$ cat src/rtl/if_stage_mo.sv
// Multi-outstanding instruction fetch stage: pipelined inst_sram requests, in-order IBUF towards ID,
// full-flush and delay-slot-preserving branch redirects with stale-response discard.
module if_stage_mo #(
  parameter int unsigned MAX_OUTSTANDING = 2,
  parameter int unsigned IBUF_DEPTH      = 4,
  parameter logic [31:0] RESET_PC        = 32'hbfc00000
) (
  input  logic         clk,
  input  logic         resetn,
  input  logic         ds_allowin,
  output logic         fs_to_ds_valid,
  output logic [101:0] fs_to_ds_bus,
  input  logic         flush_valid,
  input  logic [31:0]  flush_pc,
  input  logic         br_valid,
  input  logic [31:0]  br_target,
  output logic         inst_sram_req,
  output logic         inst_sram_wr,
  output logic [1:0]   inst_sram_size,
  output logic [3:0]   inst_sram_wstrb,
  output logic [31:0]  inst_sram_addr,
  output logic [31:0]  inst_sram_wdata,
  input  logic         inst_sram_addr_ok,
  input  logic         inst_sram_data_ok,
  input  logic [31:0]  inst_sram_rdata
);

  localparam int unsigned IbAw = (IBUF_DEPTH > 1) ? $clog2(IBUF_DEPTH) : 1;
  localparam int unsigned IbCw = $clog2(IBUF_DEPTH + 1);
  localparam int unsigned OsAw = (MAX_OUTSTANDING > 1) ? $clog2(MAX_OUTSTANDING) : 1;
  localparam int unsigned OsCw = $clog2(MAX_OUTSTANDING + 1);
  localparam logic [4:0]  ExAdel = 5'h04;

  typedef logic [101:0] entry_t;

  function automatic logic [IbAw-1:0] ib_wrap(input logic [IbAw-1:0] p, input int unsigned n);
    int unsigned t;
    t = 32'(p) + n;
    if (t >= IBUF_DEPTH) t -= IBUF_DEPTH;
    return IbAw'(t);
  endfunction

  function automatic logic [OsAw-1:0] os_wrap(input logic [OsAw-1:0] p, input int unsigned n);
    int unsigned t;
    t = 32'(p) + n;
    if (t >= MAX_OUTSTANDING) t -= MAX_OUTSTANDING;
    return OsAw'(t);
  endfunction

  entry_t                     ibuf_q [IBUF_DEPTH];
  logic [IbAw-1:0]            ib_head_q, ib_head_d, ib_wr_idx;
  logic [IbCw-1:0]            ib_cnt_q, ib_cnt_d;
  logic [31:0]                os_pc_q [MAX_OUTSTANDING];
  logic [MAX_OUTSTANDING-1:0] os_live_q, os_live_d, keep_mask;
  logic [OsAw-1:0]            os_rd_q, os_rd_d, os_wr_idx;
  logic [OsCw-1:0]            os_cnt_q, os_cnt_d;
  logic [31:0]                fetch_pc_q, fetch_pc_d, br_tgt_q, br_tgt_d;
  logic                       slot_pend_q, slot_pend_d, adel_done_q, adel_done_d;
  logic                       aligned, has_space, fire, ret, ret_live, ib_pop, adel_push;
  logic                       live_found, ib_push, ib_trunc;
  entry_t                     ib_wdata;

  assign inst_sram_wr    = 1'b0;
  assign inst_sram_size  = 2'd2;
  assign inst_sram_wstrb = 4'h0;
  assign inst_sram_wdata = 32'd0;

  // IBUF space is reserved at issue so a returning response always has a slot.
  assign aligned   = fetch_pc_q[1:0] == 2'b00;
  assign has_space = (32'(os_cnt_q) < MAX_OUTSTANDING) &&
                     (32'(os_cnt_q) + 32'(ib_cnt_q) < IBUF_DEPTH);
  assign inst_sram_req  = resetn && !flush_valid && !br_valid && has_space && aligned;
  assign inst_sram_addr = fetch_pc_q;
  assign fire           = inst_sram_req && inst_sram_addr_ok;
  assign ret            = inst_sram_data_ok && (os_cnt_q != '0);
  assign ret_live       = ret && os_live_q[os_rd_q];
  assign fs_to_ds_valid = (ib_cnt_q != '0) && !flush_valid;
  assign fs_to_ds_bus   = ibuf_q[ib_head_q];
  assign ib_pop         = fs_to_ds_valid && ds_allowin;
  assign adel_push      = !flush_valid && !br_valid && !aligned && !adel_done_q &&
                          (os_cnt_q == '0) && (32'(ib_cnt_q) < IBUF_DEPTH);
  assign os_wr_idx      = os_wrap(os_rd_q, 32'(os_cnt_q));

  // Oldest in-flight request whose response is still wanted.
  always_comb begin
    keep_mask  = '0;
    live_found = 1'b0;
    for (int unsigned i = 0; i < MAX_OUTSTANDING; i++) begin
      if (i < 32'(os_cnt_q) && !live_found && os_live_q[os_wrap(os_rd_q, i)]) begin
        live_found                     = 1'b1;
        keep_mask[os_wrap(os_rd_q, i)] = 1'b1;
      end
    end
  end

  always_comb begin
    ib_head_d   = ib_head_q;
    ib_cnt_d    = ib_cnt_q;
    os_rd_d     = os_rd_q;
    os_cnt_d    = os_cnt_q;
    os_live_d   = os_live_q;
    fetch_pc_d  = fetch_pc_q;
    br_tgt_d    = br_tgt_q;
    slot_pend_d = slot_pend_q;
    adel_done_d = adel_done_q;
    ib_push     = 1'b0;
    ib_trunc    = 1'b0;
    ib_wdata    = {1'b0, 5'd0, 32'd0, inst_sram_rdata, os_pc_q[os_rd_q]};
    ib_wr_idx   = ib_wrap(ib_head_q, 32'(ib_cnt_q));

    if (flush_valid) begin
      ib_cnt_d    = '0;
      os_live_d   = '0;
      fetch_pc_d  = flush_pc;
      slot_pend_d = 1'b0;
      adel_done_d = 1'b0;
    end else if (br_valid) begin
      adel_done_d = 1'b0;
      if (ib_cnt_q != '0) begin
        // Head is the delay slot: keep it (or let ID take it now), drop everything younger.
        os_live_d   = '0;
        ib_trunc    = 1'b1;
        ib_cnt_d    = ib_pop ? '0 : IbCw'(1);
        ib_head_d   = ib_pop ? ib_wrap(ib_head_q, 1) : ib_head_q;
        fetch_pc_d  = br_target;
        slot_pend_d = 1'b0;
      end else if (live_found) begin
        os_live_d   = keep_mask;
        ib_push     = ret_live;
        fetch_pc_d  = br_target;
        slot_pend_d = 1'b0;
      end else begin
        slot_pend_d = 1'b1;
        br_tgt_d    = br_target;
      end
    end else begin
      ib_push = ret_live || adel_push;
      if (adel_push) begin
        ib_wdata    = {1'b1, ExAdel, fetch_pc_q, 32'd0, fetch_pc_q};
        adel_done_d = 1'b1;
      end
      if (fire) begin
        fetch_pc_d  = slot_pend_q ? br_tgt_q : fetch_pc_q + 32'd4;
        slot_pend_d = 1'b0;
      end
    end

    if (!flush_valid && !ib_trunc) begin
      ib_cnt_d = ib_cnt_q + IbCw'(ib_push) - IbCw'(ib_pop);
      if (ib_pop) ib_head_d = ib_wrap(ib_head_q, 1);
    end

    if (ret) begin
      os_live_d[os_rd_q] = 1'b0;
      os_rd_d            = os_wrap(os_rd_q, 1);
    end
    os_cnt_d = os_cnt_q + OsCw'(fire) - OsCw'(ret);
    if (fire) os_live_d[os_wr_idx] = 1'b1;
  end

  always_ff @(posedge clk or negedge resetn) begin
    if (!resetn) begin
      ib_head_q   <= '0;
      ib_cnt_q    <= '0;
      os_rd_q     <= '0;
      os_cnt_q    <= '0;
      os_live_q   <= '0;
      fetch_pc_q  <= RESET_PC;
      br_tgt_q    <= '0;
      slot_pend_q <= 1'b0;
      adel_done_q <= 1'b0;
    end else begin
      ib_head_q   <= ib_head_d;
      ib_cnt_q    <= ib_cnt_d;
      os_rd_q     <= os_rd_d;
      os_cnt_q    <= os_cnt_d;
      os_live_q   <= os_live_d;
      fetch_pc_q  <= fetch_pc_d;
      br_tgt_q    <= br_tgt_d;
      slot_pend_q <= slot_pend_d;
      adel_done_q <= adel_done_d;
    end
  end

  always_ff @(posedge clk) begin
    if (ib_push) ibuf_q[ib_wr_idx] <= ib_wdata;
    if (fire) os_pc_q[os_wr_idx] <= fetch_pc_q;
  end

endmodule

$ cat config.mk
export PLATFORM = sky130hd
export DESIGN_NAME = if_stage_mo
export DESIGN_NICKNAME = d
export VERILOG_FILES = /design/src/rtl/if_stage_mo.sv
export SDC_FILE = /design/constraint.sdc
export NUM_CORES = 1
export LEC_CHECK = 0
export ABC_AREA = 0
export BUFFER_PORTS_ARGS = -buffer_cell sky130_fd_sc_hd__buf_2
export CORE_ASPECT_RATIO = 0.7
export CORE_MARGIN = 2
export CORE_UTILIZATION = 45
export CTS_CLUSTER_DIAMETER = 120
export DETAILED_ROUTE_END_ITERATION = 16
export PLACE_DENSITY = 0.72
export SLEW_MARGIN = 0
export SYNTH_ARGS = -nofsm -noshare
export SYNTH_HDL_FRONTEND = slang
export SYNTH_SLANG_ARGS = --single-unit
$ cat constraint.sdc
create_clock -name clk -period 9.3 [get_ports clk]
set_input_delay 1.395 -clock clk [delete_from_list [all_inputs] [get_ports clk]]
set_output_delay 1.395 -clock clk [all_outputs]
set_load 0.005 [all_outputs]
==> run metrics <==
area grow syn2layout 14.6%; Worst VDD drop 0.156 mV; setup violators final 0; Setup Fix Bufs, Post-CTS 0; relative slew slack 0.215; WL final 49.6 mm; Synth cell types 75; routability cong. 0.823; wire per inst 22.9 um; fill count 3887; status completed; CP startpoint ib_head_q[0]; Reg clk slew, reported paths 0.06 ns; DRC errors left 0; multi-input logic area 0.00595 mm^2; met3 Use GR 0.0391; largest net degree at the start of global routing 67; Final #Nets 1590; Total GRT Usage 0.194; post-synthesis compound-gate area fraction 0.0641; Die W 268 um; final slew viol count 0; Final period util 0.537; layout cells sized above 1 0.325; Async SR Flop Fraction 0.144; min Tclk post-route 4.99 ns; EDFF count, synth 452; initial core utilization 0.457; Synth Cell Area 0.0220 mm^2; io pins 278; CP Class register to output pin; RR Startpoint ib_head_q[0]; largest family of logic cells by synthesized area multiplexers; synthesized-area fraction occupied by adder cells 0.00490; number of synthesis warnings 0; Clock Tree Root clkbuf_16; WP data arrival 3.60 ns; first-pass GRT wire length 74.3 mm; dpl ws 4.26 ns; Leakage 8.95 nW; number of buffers created by CTS 50; Critical Path RT 7.91 ns; Final Hold Fails 0; simple-gate share of the synthesized area 0.0534; maximum clock rate 200 MHz; # rows 67; clock buffer depth 3; Layout Skew 0.0193 ns; register area share after synthesis 0.705; die area 0.0506 mm^2; drt initial violations 1151; Synth Register Bits 528; port buffer count 234; Hold Path Origin br_tgt_q[22]; pwr dens 282 mW/mm^2; Post-Synth XOR/XNOR Area 0.00638; Hold Crit Class register to register; worst slew pin tran 1.18 ns; met2 Use GR 0.291; final worst slack 4.31 ns; MaxCap Viol Count 0; GRT busiest layer met1; Critical Path Fanout Max 56; via-per-instance ratio 5.58; register area 0.0155 mm^2; CTS tree done; Hold-fix buffers, CTS 0; vias in the first global route 12195; TritonCTS Sinks 528; total negative slack 0 ns; H-Tree Level Count 2; initial antenna violation count 4; total core area 0.0480 mm^2; post-synthesis mux area share 0.133; dpl hpwl 30.5 mm; startpoint types register; total grt overflow 0; Vias 12094; die extent in y 189 um; met1 GRT Util 0.292; Resize count post-CTS 0; crit path capture type output pin; Primary FF master, synth edfxtp_1; post-route ant nets 0; synthesized instance count 1246; RSZ-0062 raised after global routing no; Pre-Repair DR Iteration Count 5; Skew-Pair Late Insertion Delay 0.59 ns; Mean Syn Cell Area 17.6 um^2
power by group:
part	internal, mW	switching, mW
sequential	2.94	0.376
clock	1.08	0.879
combinational	0.890	0.932
total	4.91	2.19
cell usage after synthesis (3+ instances only):
| cell | n | share of area |
|---|---|---|
| buf_2 | 15 | 0.0034 |
| and2_1 | 35 | 0.010 |
| o21bai_1 | 33 | 0.011 |
| o211a_1 | 3 | 0.0014 |
| a31oi_1 | 8 | 0.0023 |
| a21oi_1 | 25 | 0.0057 |
| a211o_1 | 3 | 0.0012 |
| nor4_1 | 5 | 0.0014 |
| nand2_1 | 33 | 0.0056 |
| dfrtp_1 | 67 | 0.076 |
| xor2_1 | 6 | 0.0024 |
| nand2b_1 | 5 | 0.0014 |
| o32a_1 | 4 | 0.0018 |
| buf_4 | 45 | 0.015 |
| buf_1 | 11 | 0.0019 |
| and4_1 | 3 | 0.0012 |
| a221oi_1 | 12 | 0.0048 |
| a31o_2 | 4 | 0.0016 |
| a22oi_1 | 13 | 0.0044 |
| a22o_1 | 9 | 0.0036 |
| inv_1 | 10 | 0.0017 |
| o21ai_1 | 3 | 0.00068 |
| mux2_2 | 32 | 0.016 |
| o22ai_1 | 6 | 0.0017 |
| nand3_1 | 14 | 0.0032 |
| o21ai_0 | 33 | 0.0075 |
| o21a_1 | 4 | 0.0014 |
| clkbuf_1 | 30 | 0.0051 |
| buf_6 | 9 | 0.0046 |
| nand4_1 | 14 | 0.0040 |
| xnor2_1 | 10 | 0.0040 |
| edfxtp_1 | 452 | 0.62 |
| a21o_1 | 6 | 0.0020 |
| nor2_1 | 35 | 0.0060 |
| ha_1 | 7 | 0.0040 |
| nor3_1 | 10 | 0.0023 |
| nor2b_1 | 37 | 0.011 |
| dfstp_2 | 9 | 0.011 |
| mux4_2 | 97 | 0.099 |
| o211ai_1 | 4 | 0.0014 |
| and3_1 | 3 | 0.00085 |
| a2bb2oi_1 | 5 | 0.0020 |
| mux2i_1 | 37 | 0.017 |
worst max-delay path: stages (launching register included):
cell     delay (ns)
dfrtp_4        1.20
buf_4          0.86
mux4_2         0.68
buf_2          0.17
registers in the layout (all words and copies together) (netlist names):
name	flops
os_cnt_q	2
inst_sram_addr	32
adel_done_q	1
ib_head_q	2
os_rd_q	1
ibuf_q	388
os_pc_q	64
os_live_q	2
ib_cnt_q	3
br_tgt_q	32
slot_pend_q	1
final timing paths:
kind / endpoint / slack, ns / cells after the start
hold reg to reg: br_tgt_q[22] / 0.51 / 1
min in group asynchronous: br_tgt_q[27] / 0.80 / 1
max in group asynchronous: ib_head_q[0] / 7.55 / 2
setup reg to reg: ibuf_q[3][16] / 5.33 / 6
hold / removal: br_tgt_q[22] / 0.51 / 1
setup / recovery: fs_to_ds_bus[95] / 4.31 / 3
kinds of logic (layout without fill, tap and decap cells):
logic type / after synthesis / count (layout)
AO/OA/AOI/OAI: 194 / 194
multiplexers: 166 / 166
XOR/XNOR: 16 / 16
adder cells (fa/ha/maj): 8 / 8
flip-flops: 528 / 528
buffers and inverters: 125 / 351
AND/OR/NAND/NOR: 207 / 207
other: 2 / 44
cells in the final DEF, fill, tap and decap left out, drive strengths merged, types with 32 or more instances in the layout:
cell / synthesis / routed
clkbuf: 32 / 57
buf: 80 / 252
mux2i: 37 / 37
dfrtp: 67 / 67
conb: 2 / 43
nand2: 33 / 33
mux2: 32 / 32
mux4: 97 / 97
nor2: 36 / 36
o21bai: 33 / 33
o21ai: 36 / 36
edfxtp: 452 / 452
and2: 36 / 36
nor2b: 37 / 37
per-layer routing:
metal  wire length [um]  part of all wire
met1              22200              0.45
met2              22600              0.46
met3               3720             0.075
met4                893             0.018
met5                117            0.0024
area by class of cell:
| type | instances | share of cell area |
|---|---|---|
| clock buffer | 57 | 0.0511 |
| sequential | 528 | 0.615 |
| clock inverter | 29 | 0.0108 |
| antenna | 1 | 0.0000994 |
| multi-input combinational | 634 | 0.236 |
| timing repair buffer | 252 | 0.0520 |
| inverter | 13 | 0.00194 |
| tap | 655 | 0.0325 |
stage by stage:
| stage | hold slack, ns | total power [mW] | util | instances | instance area, um^2 |
|---|---|---|---|---|---|
| after CTS | 0.510 | 7.17 | 0.524 | 2168 | 25200 |
| after floorplan | 0.471 | 4.43 | - | 1287 | 22100 |
| after global placement | 0.484 | 5.17 | 0.492 | 2082 | 23600 |
| after global routing | 0.518 | 7.42 | 0.524 | 2168 | 25200 |
| final | 0.510 | 7.10 | 0.524 | 2169 | 25200 |
| after detailed placement | 0.496 | 5.21 | 0.492 | 2082 | 23600 |
Note: power is estimated with default switching activity, not from simulation.
